`config.mk`:
```
export PLATFORM = sky130hd
export DESIGN_NAME = seq_detector_moore_param
export DESIGN_NICKNAME = d
export VERILOG_FILES = /design/src/rtl/seq_det_pkg.sv /design/src/rtl/seq_detector_moore_param_sat_counter.sv /design/src/rtl/seq_detector_moore_param.sv
export SDC_FILE = /design/constraint.sdc
export NUM_CORES = 1
export LEC_CHECK = 0
export CAP_MARGIN = 30
export CORE_UTILIZATION = 45
export CTS_BUF_LIST = sky130_fd_sc_hd__clkbuf_2
export CTS_CLUSTER_SIZE = 10
export DETAILED_ROUTE_END_ITERATION = 6
export HOLD_SLACK_MARGIN = 0.1
export PLACE_DENSITY = 0.77
export SLEW_MARGIN = 20
export SYNTH_ARGS = -nofsm -noshare
export SYNTH_HDL_FRONTEND = slang
export SYNTH_HIERARCHICAL = 1
export SYNTH_SLANG_ARGS = --single-unit
```
`constraint.sdc`:
```
create_clock -name clk -period 2.35 [get_ports clk]
set_input_delay 0.5875 -clock clk [delete_from_list [all_inputs] [get_ports clk]]
set_output_delay 0.5875 -clock clk [all_outputs]
set_load 0.03 [all_outputs]
```
`src/rtl/seq_det_pkg.sv`:
```
// Shared helpers for the parametrised serial pattern detector.
// Transition targets are resolved at elaboration from the pattern itself.
package seq_det_pkg;

    localparam int MAX_LEN = 16;

    function automatic int sw_of(input int len);
        return $clog2(len + 1);
    endfunction

    // KMP-style fallback: longest pattern prefix that is a suffix of history
    function automatic int next_state(
        input logic [MAX_LEN-1:0] pattern,
        input int                 len,
        input int                 k,
        input logic               b,
        input logic               overlap
    );
        logic [MAX_LEN:0] s;
        int               best;
        logic             ok;
        if (k > len) begin
            return 0;
        end
        if (k == len && !overlap) begin
            return (b == pattern[4'(len - 1)]) ? 1 : 0;
        end
        s = '0;
        for (int i = 0; i < MAX_LEN; i++) begin
            if (i < k) begin
                s[5'(i)] = pattern[4'(len - 1 - i)];
            end
        end
        s[5'(k)] = b;
        best = 0;
        for (int j = 1; j <= MAX_LEN; j++) begin
            if (j <= len && j <= k + 1) begin
                ok = 1'b1;
                for (int t = 0; t < MAX_LEN; t++) begin
                    if (t < j) begin
                        if (s[5'(k + 1 - j + t)] != pattern[4'(len - 1 - t)]) begin
                            ok = 1'b0;
                        end
                    end
                end
                if (ok) begin
                    best = j;
                end
            end
        end
        return best;
    endfunction

endpackage

```
`src/rtl/seq_detector_moore_param_sat_counter.sv`:
```
// Saturating up-counter with synchronous clear.
// Holds at all-ones instead of wrapping.
module sat_counter #(
    parameter int CNT_W = 8
) (
    input  logic             clk,
    input  logic             rst,
    input  logic             clr,
    input  logic             inc,
    output logic [CNT_W-1:0] cnt
);

    logic [CNT_W-1:0] cnt_q;
    logic [CNT_W-1:0] cnt_d;

    always_comb begin
        cnt_d = cnt_q;
        if (clr) begin
            cnt_d = '0;
        end else if (inc && cnt_q != '1) begin
            cnt_d = cnt_q + CNT_W'(1);
        end
    end

    always_ff @(posedge clk) begin
        if (!rst) begin
            cnt_q <= '0;
        end else begin
            cnt_q <= cnt_d;
        end
    end

    assign cnt = cnt_q;

endmodule

```
`src/rtl/seq_detector_moore_param.sv`:
```
// Moore detector for an arbitrary PAT_LEN-bit serial pattern.
// Next-state table is elaborated from PATTERN; out decodes the MATCH state.
module seq_detector_moore_param
    import seq_det_pkg::*;
#(
    parameter int                 PAT_LEN = 5,
    parameter logic [PAT_LEN-1:0] PATTERN = 5'b11011,
    parameter bit                 OVERLAP = 1'b0,
    parameter int                 CNT_W   = 8
) (
    input  logic                        clk,
    input  logic                        rst,
    input  logic                        en,
    input  logic                        clr,
    input  logic                        in,
    output logic                        out,
    output logic [sw_of(PAT_LEN)-1:0]   state_o,
    output logic [CNT_W-1:0]            match_cnt
);

    localparam int            SW    = sw_of(PAT_LEN);
    localparam int            NS    = 2 ** SW;
    localparam logic [SW-1:0] MATCH = SW'(PAT_LEN);

    logic [SW-1:0] nxt0 [NS];
    logic [SW-1:0] nxt1 [NS];

    for (genvar k = 0; k < NS; k++) begin : g_tbl
        localparam logic [SW-1:0] N0 = SW'(next_state(
            MAX_LEN'(PATTERN), PAT_LEN, k, 1'b0, OVERLAP));
        localparam logic [SW-1:0] N1 = SW'(next_state(
            MAX_LEN'(PATTERN), PAT_LEN, k, 1'b1, OVERLAP));
        assign nxt0[k] = N0;
        assign nxt1[k] = N1;
    end

    logic [SW-1:0] state_q;
    logic [SW-1:0] state_d;
    logic          inc;

    always_comb begin
        state_d = state_q;
        inc     = 1'b0;
        if (clr) begin
            state_d = '0;
        end else if (en) begin
            state_d = in ? nxt1[state_q] : nxt0[state_q];
            inc     = (state_d == MATCH);
        end
    end

    always_ff @(posedge clk) begin
        if (!rst) begin
            state_q <= '0;
        end else begin
            state_q <= state_d;
        end
    end

    assign out     = (state_q == MATCH);
    assign state_o = state_q;

    sat_counter #(
        .CNT_W(CNT_W)
    ) u_cnt (
        .clk(clk),
        .rst(rst),
        .clr(clr),
        .inc(inc),
        .cnt(match_cnt)
    );

endmodule

```
; ---- Word level (Yosys, flattened, before mapping)
; Memory sizes are Yosys's and may differ from the RTL's.
; Cells that the tools add are included.
[op_classes]
eq_ne = 3
muxes = 7
reduce_logical = 2
addsub = 1
order_cmp = 1
n_bitwise = 2
[op_table]
columns = cell, n
row1 = 3-bit two-way mux, 5
row2 = 8-bit by 1-bit adder with 8-bit output (second input constant), 1
row3 = 8-bit inequality test (second input constant), 1
row4 = 3-bit equality test (second input constant), 2
row5 = 4-bit >= comparator (second input constant), 1
row6 = 3-bit inverter with 4-bit output, 1
row7 = 1-bit two-way mux, 2
row8 = 2-bit OR reduction, 1
row9 = 1-bit logical AND, 1
row10 = 1-bit inverter, 1
[word_totals]
in_bits = 5
memories = 2
out_inout_bits = 12
rom_bits = 48
regBits = 11
[memory_table]
columns = memory, depth, width, rd, rd_clocked_by_memory_dff, wr, line_no
row1 = (name not given), 8, 3, 1, 0, 0, seq_detector_moore_param.sv:47  ; state_d = in ? nxt1[state_q] : nxt0[state_q];
row2 = (name not given), 8, 3, 1, 0, 0, seq_detector_moore_param.sv:47

; ---- Depth between registers and ports, before layout
; Gate-level depths: netlist of run 1.
[depth]
word_depth = 9
depth_mapped = 8
mapped_depth_nobuf = 8

; ---- By module
; The synthesis of run 1 kept the hierarchy.
[modules_own_cells]
columns = module, area_each_um2, cells_each, seq_area_each_um2, n_inst
row1 = sat_counter, 421.7, 46, 160.2, 1
row2 = seq_detector_moore_param, 242.7, 27, 60.1, 1

; ---- Worst setup path before layout of run 1
; OpenSTA, ideal clock, no wires.
[synth_path]
path_kind = reg-to-reg
start = register state_q[1] (netlist: state_o[1])
end = register u_cnt.cnt_q[5] (netlist: u_cnt/cnt[5])
stages_incl_launch_ff = 9
arrival_time_ps = 2044
slack_ps = 234
synth_period_minus_slack_ps = 2116
path_cell_list = dfxtp_1 > inv_1 > ha_1 > mux2i_1 > nand3b_1 > a21oi_1 > nand4_1 > a211oi_2 > mux2i_1
[synth_via]
elab_chain_cells = 9
elab_cells_between_ends = 12
classes_between = eq/ne (1) / mux (7) / bitwise (1) / reduce/logical (1) / memory (2)
[synth_lines]
columns = element, line_no
row1 = from (decl), seq_detector_moore_param.sv:37  ; logic [SW-1:0] state_q;
row2 = from (signal assigned), seq_detector_moore_param.sv:56  ; state_q <= state_d;
row3 = 3-bit inverter with 4-bit output (not written as such) (*), seq_detector_moore_param.sv:47
row4 = memory read 8 x 3 bit, -
row5 = 3-bit two-way mux (not written as such) (2 in a row), seq_detector_moore_param.sv:47
row6 = 3-bit two-way mux (*), seq_detector_moore_param.sv:47
row7 = 3-bit equality test (*), seq_detector_moore_param.sv:48  ; inc = (state_d == MATCH);
row8 = 1-bit two-way mux (*), seq_detector_moore_param.sv:46  ; end else if (en) begin
row9 = 1-bit two-way mux (*), seq_detector_moore_param.sv:44  ; if (clr) begin
row10 = via inc, seq_detector_moore_param.sv:39  ; logic inc;
row11 = 1-bit logical AND (*), seq_detector_moore_param_sat_counter.sv:20  ; end else if (inc && cnt_q != '1) begin
row12 = to (signal assigned), seq_detector_moore_param_sat_counter.sv:29  ; cnt_q <= cnt_d;
row13 = to (decl), seq_detector_moore_param_sat_counter.sv:13  ; logic [CNT_W-1:0] cnt_q;
; The timed path passes the listed nets; every way through them passes the cells marked *. The select of a mux whose other input is x is not followed.
; A chain may end at the register's enable or synchronous reset.

; ---- Worst setup path in the final report of run 1
[layout_path]
start = input in
end = register u_cnt.cnt_q[7] (netlist: u_cnt/cnt[7])
[layout_via]
elab_chain_cells = 5
[layout_lines]
columns = element, line_no
row1 = from (decl), seq_detector_moore_param.sv:15  ; input logic in,
row2 = 3-bit two-way mux, seq_detector_moore_param.sv:47
row3 = 3-bit equality test, seq_detector_moore_param.sv:48
row4 = 1-bit two-way mux, seq_detector_moore_param.sv:46
row5 = 1-bit two-way mux, seq_detector_moore_param.sv:44
row6 = via inc, seq_detector_moore_param.sv:39
row7 = 1-bit logical AND, seq_detector_moore_param_sat_counter.sv:20
; The timed path passes the listed nets, and every way through them passes these cells.

==> results of run 1 <==
-- cell usage in the layout (no fill, tap or decap), types with 2 or more instances in the layout --
cell / n
ha_1: 5
a31oi_1: 3
clkdlybuf4s50_1: 15
nand3_1: 2
and4_1: 4
a311oi_1: 2
a21oi_1: 6
nand2b_1: 6
nand2_1: 6
buf_4: 3
mux2i_1: 4
o21ai_0: 2
dfxtp_1: 11
nor3_1: 2
clkbuf_2: 4
nor2b_1: 4
inv_1: 2
-- flip-flops by register name, indices dropped and copies added, names as in the netlist --
name and cells:
state_o 3, u_cnt/cnt 8
-- worst max-delay path by stage --
| stage | startpoint | endpoint | slack, ps | cells after the start |
|---|---|---|---|---|
| finish | in | u_cnt/cnt[7]$_SDFFE_PP0P_ | 200 | 7 |
| global route | state_o[0]$_SDFFE_PP0P_ | u_cnt/cnt[7]$_SDFFE_PP0P_ | 70 | 8 |
| CTS | state_o[1]$_SDFFE_PP0P_ | out | 50 | 4 |
| detailed placement | in | u_cnt/cnt[7]$_SDFFE_PP0P_ | -20 | 7 |
| global placement | in | u_cnt/cnt[5]$_SDFFE_PP0P_ | 20 | 7 |
| floorplan | state_o[1]$_SDFFE_PP0P_ | u_cnt/cnt[5]$_SDFFE_PP0P_ | 230 | 8 |
-- synth_stat cells (2+ instances only) --
cell type  count  area [um2]
nand2_1        6        22.5
a31oi_1        3        18.8
dfxtp_1       11         220
o21ai_0        2        10.0
mux2i_1        4        40.0
a21oi_1        6        30.0
inv_1          2        7.51
nand2b_1       6        37.5
nor3_1         2        10.0
nor2b_1        4        25.0
nand3_1        2        10.0
and4_1         4        35.0
a311oi_1       2        17.5
ha_1           5        62.6
-- layout make-up --
cell class              instances  share of cell area (%)
well taps                      15                    2.11
repair buffers                 19                    20.8
flip-flops and latches         11                    24.8
inverters                       2                   0.845
multi-input cells              60                    49.2
clock buffers                   4                    2.25
-- critical path, stage by stage --
cell,delay (ps)
clkdlybuf4s50_1,490
mux2i_1,230
nand3b_1,90
a21oi_1,290
and4_1,290
a21oi_1,80
a311oi_1,260
-- where the power goes --
| group | total, uW | internal, uW | switching, uW |
|---|---|---|---|
| combinational | 32.2 | 16.4 | 15.8 |
| clock | 107 | 45.2 | 61.7 |
| sequential | 188 | 187 | 1.23 |
-- metal layers --
metal / share of wire, % / track usage [%] / wire, um
met5: 0 / 0 / 0
met1: 49 / 29.3 / 751
met3: 4.5 / 8.33 / 69
met2: 46 / 34.1 / 706
met4: 0 / 5.83 / 0
-- stage by stage --
stage | total power, uW | setup WS (ps) | area [um2] | TNS, ps | std cells
final | 327 | 200 | 888 | 0 | 111
after global routing | 346 | 69.9 | 888 | 0 | 111
after CTS | 335 | 47.2 | 886 | 0 | 111
after detailed placement | 225 | -22.0 | 866 | -31.4 | 107
after global placement | 224 | 15.4 | 866 | 0 | 107
after floorplan | 207 | 234 | 664 | 0 | 73
-- cell families after synthesis --
group	after synthesis	synth area share [%]
AND/OR/NAND/NOR	33	30.9
flip-flops	11	33.1
multiplexers	4	6.03
AO/OA/AOI/OAI	18	19.4
adder cells (fa/ha/maj)	5	9.42
buffers and inverters	2	1.13
==> summary.md, run 1 <==
| Metric | Value |
|---|---|
| Outcome | `completed` |
| Hold buffer count at cts | `0` |
| Crit path capture type | `flip-flop` |
| Syn avg cell area | `9.10 um2` |
| DRT antenna net count | `0` |
| Average wire per standard cell | `13.8 um` |
| First-pass GRT wire length | `2.42 mm` |
| Hold_sp | `u_cnt/cnt[0]$_SDFFE_PP0P_` |
| Worst hold path depth | `2` |
| FILL cells | `121` |
| Max-slew headroom | `64.2%` |
| Pre-antenna DRT Iters | `4` |
| TritonCTS Sinks | `11` |
| Leakage power | `0.000345 uW` |
| Final WL | `1.53 mm` |
| Setup bufs post-CTS | `0` |
| Fin nets | `107` |
| Worst r2r dst | `u_cnt/cnt[7]$_SDFFE_PP0P_` |
| Die width | `40.4 um` |
| Max IR drop VDD | `0.000345 V` |
| Hold Path End | `u_cnt/cnt[0]$_SDFFE_PP0P_` |
| Worst-Margin Slew | `536 ps` |
| Pwr dens | `369 mW/mm2` |
| Path depth of the worst reg2reg path | `8` |
| CTS tree | `yes` |
| Flop2flop setup slack | `240 ps` |
| Layout cells sized above 1 | `13.5%` |
| Grt ovf | `0` |
| Area of the multi-input gates | `437 um2` |
| Post-CTS Resized | `0` |
| Remaining DRCs | `0` |
| GPL Wtd Cong | `0.864` |
| RSZ-0062 raised after global routing | `no` |
| CP arrival | `2320 ps` |
| CTS Root Cell | `clkbuf_2` |
| Die Y-Extent | `40.4 um` |
| Vias | `642` |
| Share of the yosys chip area belonging to registers | `33.1%` |
| Crit start category | `primary input` |
| Clk_skew | `3.17 ps` |
| Synth async-reset ratio | `0%` |
| Synthesized instance count | `73` |
| Vias in the first global route | `568` |
| PortBufs | `16` |
| Max-cap violations | `0` |
| Hold Crit Class | `flip-flop to flip-flop` |
| Setup CP Type | `primary input to flip-flop` |
| Fin. Hold Viols | `0` |
| Max Freq | `465 MHz` |
| Hold Slack | `536 ps` |
| CTS buffer count | `3` |
| Reg2reg start | `state_o[0]$_SDFFE_PP0P_` |
| Worst-path clk slew | `110 ps` |
| Maximum clock insertion buffer count | `2` |
| Syn_nets | `83` |
| Via/cell ratio | `5.78` |
| Mapped cell area | `664 um2` |
| Final min period | `2150 ps` |
| Placed wire-length estimate | `1.08 mm` |
| Syn-to-layout area delta | `33.7%` |
| Core ar. | `0.00133 mm2` |
| Number of setup violations in the final report | `0` |
| Initial Util | `49.8%` |
| Final period utilization | `91.5%` |
| FF+latch count, synth | `11` |
| Post-synth top flop | `dfxtp_1` |
| Unique masters post-synth | `28` |
| IO Count | `17` |
| Initial antenna violation count | `0` |
| Syn. warnings | `6` |
| Die Area | `0.00163 mm2` |
| Largest net degree at the start of global routing | `10` |
| Antenna diodes | `0` |
| H-Tree Level Count | `1` |
| Sequential cell area | `220 um2` |
| DRT iter0 DRCs | `8` |
| Skew-Pair Late Insertion Delay | `250 ps` |
| Max Slew Vio Count | `0` |
| Maximum fanout along the worst path | `5` |
| Number of synthesized flops with an enable pin | `0` |
| Site row count | `13` |
| WP data required | `2520 ps` |
| GRT Util Overall | `22.4%` |
| Layout Utilization | `66.6%` |
(Power assumes the default switching activity.)
==> run 2, diff against run 1 <==
--- a/config.mk
+++ b/config.mk
@@ -10,7 +10,7 @@
 export CTS_BUF_LIST = sky130_fd_sc_hd__clkbuf_2
 export CTS_CLUSTER_SIZE = 10
 export DETAILED_ROUTE_END_ITERATION = 6
-export HOLD_SLACK_MARGIN = 0.1
+export HOLD_SLACK_MARGIN = 0.03
 export PLACE_DENSITY = 0.77
 export SLEW_MARGIN = 20
 export SYNTH_ARGS = -nofsm -noshare
==> results of run 2 <==
Final layout, timing and power as in run 1 (identical DEF).
==> RTL change: new RTL, config.mk and constraints of run 2 <==
`CNT_W` is set to 8 in 2 places; all go to 6.
--- a/src/rtl/seq_detector_moore_param_sat_counter.sv
+++ b/src/rtl/seq_detector_moore_param_sat_counter.sv
@@ -1,7 +1,7 @@
 // Saturating up-counter with synchronous clear.
 // Holds at all-ones instead of wrapping.
 module sat_counter #(
-    parameter int CNT_W = 8
+    parameter int CNT_W = 6
 ) (
     input  logic             clk,
     input  logic             rst,
--- a/src/rtl/seq_detector_moore_param.sv
+++ b/src/rtl/seq_detector_moore_param.sv
@@ -6,7 +6,7 @@
     parameter int                 PAT_LEN = 5,
     parameter logic [PAT_LEN-1:0] PATTERN = 5'b11011,
     parameter bit                 OVERLAP = 1'b0,
-    parameter int                 CNT_W   = 8
+    parameter int                 CNT_W   = 6
 ) (
     input  logic                        clk,
     input  logic                        rst,
Interface: changed (resized match_cnt); port bits go from 17 to 15. No check against the original RTL was run, so the function may have changed too.
==> RTL change against run 2 <==
- wire length is 20% lower
- global-route usage shrank 0.15 points
- final cell count down 14%
- first-iteration DRC count is 75% higher
- sequential cell count shrank 2
- synthesized area fell by 16%
- largest power group unchanged
- worst hold slack worse by 0.010 ns
- power down 13%
- setup slack better by 0.13 ns
- register-to-register slack improved by 0.18 ns
- final area decreased by 15%
==> RTL change: results (changes against run 2) <==
synth:
  synth_compound_area_share_pct: 19.6  # was 19.4%
  syn_nets: 72  # was 83
  avgSynthCellArea_um2: 9.04  # was 9.10 um2
  synthArstFlopShare_pct: 0  # unchanged
  yosys-mux-area-fraction_pct: 5.36  # was 6.03%
  netlist_top_cells_area: "dfxtp_1, ha_1, nand2b_1, mux2i_1, a311oi_1"  # was dfxtp_1, ha_1, mux2i_1, nand2b_1, and4_1
  yosysSeqAreaShare_pct: 32.1  # was 33.1%
  synthAdderAreaFrac_pct: 11.2  # was 9.42%
  synthTopCellsByCount: "dfxtp_1, nand2b_1, ha_1"  # was dfxtp_1, a21oi_1, nand2_1, nand2b_1, ha_1
pwr:
  powerSeq_w: 0.000155  # was 0.000188 W
  total_power_w: 0.000283  # was 0.000327 W
  p_clk_share_pct: 34.2  # was 32.6%
  p_leak_nw: 0.308  # was 0.345 nW
  irDropWorstVdd_v: 0.000279  # was 0.000345 V
  switching_share_pct: 24.2  # was 24.0%
sta:
  worst_pin_slew_ns: 0.344  # was 0.536 ns
  fin_skew_ns: 0.00337  # was 0.00317 ns
cells_and_area:
  multiInputGateArea_um2: 368  # was 437 um2
  largest_register_ffs: 6  # was 8
  drive_gt1_share_pct: 14.6  # was 13.5%
  nNetsFinal: 93  # was 107
routing:
  met1Wirelength_um: 610  # was 751 um
  drt_iter0_drc: 14  # was 8
  met2_length_um: 517  # was 706 um
  num_vias: 532  # was 642
  wirelength_um: 1220  # was 1530 um
  top_layer_used: "met4"  # was met3
  avgRoutedWirePerCell_um: 12.7  # was 13.8 um
critical_path:
  cp_top_family: "buffers and inverters"  # was compound AO/OA/AOI/OAI gates
  crit_arrival_ns: 1.43  # was 2.32 ns
  cp_max_fo: 9  # was 5
global_routing:
  met1_usage_pct: 26.8  # was 29.3%
  grt_use_met2_pct: 31.1  # was 34.1%
  grt_pass1_vias: 489  # was 568
  grt_pass1_wl_um: 2060  # was 2420 um
placement:
  hpwl_um: 944  # was 1080 um
  port_buffers: 14  # was 16
  dp.cells: 92  # was 107
  dpl_worst_slack_ns: 0.0786  # was -0.0220 ns
  gp_congestion: 0.940  # was 0.864
run_status:
  outcome: "completed"  # unchanged
clock_tree:
  cts.path.max_buffers: 2  # unchanged
  clkSlewWorstSetupHoldPaths_ns: 0.09  # was 0.11 ns
-- RTL change: area by class of cell --
type | count | share of cell area (%)
clock buffer | 4 | 2.64
inverter | 2 | 0.990
multi-input combinational | 50 | 48.5
sequential | 9 | 23.8
tap | 14 | 2.31
timing repair buffer | 17 | 21.8
-- RTL change: cells by family after synthesis --
group,count (synthesis)
and+or+nand+nor,27
AOI/OAI and AO/OA,15
DFF,9
adders and majority gates,5
buffers and inverters,3
muxes,3
-- RTL change: worst paths after layout --
path	slack [ns]	start	end	cells after the start
hold reg to reg	0.53	u_cnt/cnt[5]$_SDFFE_PP0P_	u_cnt/cnt[5]$_SDFFE_PP0P_	2
hold / removal	0.53	u_cnt/cnt[5]$_SDFFE_PP0P_	u_cnt/cnt[5]$_SDFFE_PP0P_	2
setup reg to reg	0.42	state_o[0]$_SDFFE_PP0P_	u_cnt/cnt[0]$_SDFFE_PP0P_	8
setup / recovery	0.33	state_o[2]$_SDFFE_PP0P_	state_o[2]	1
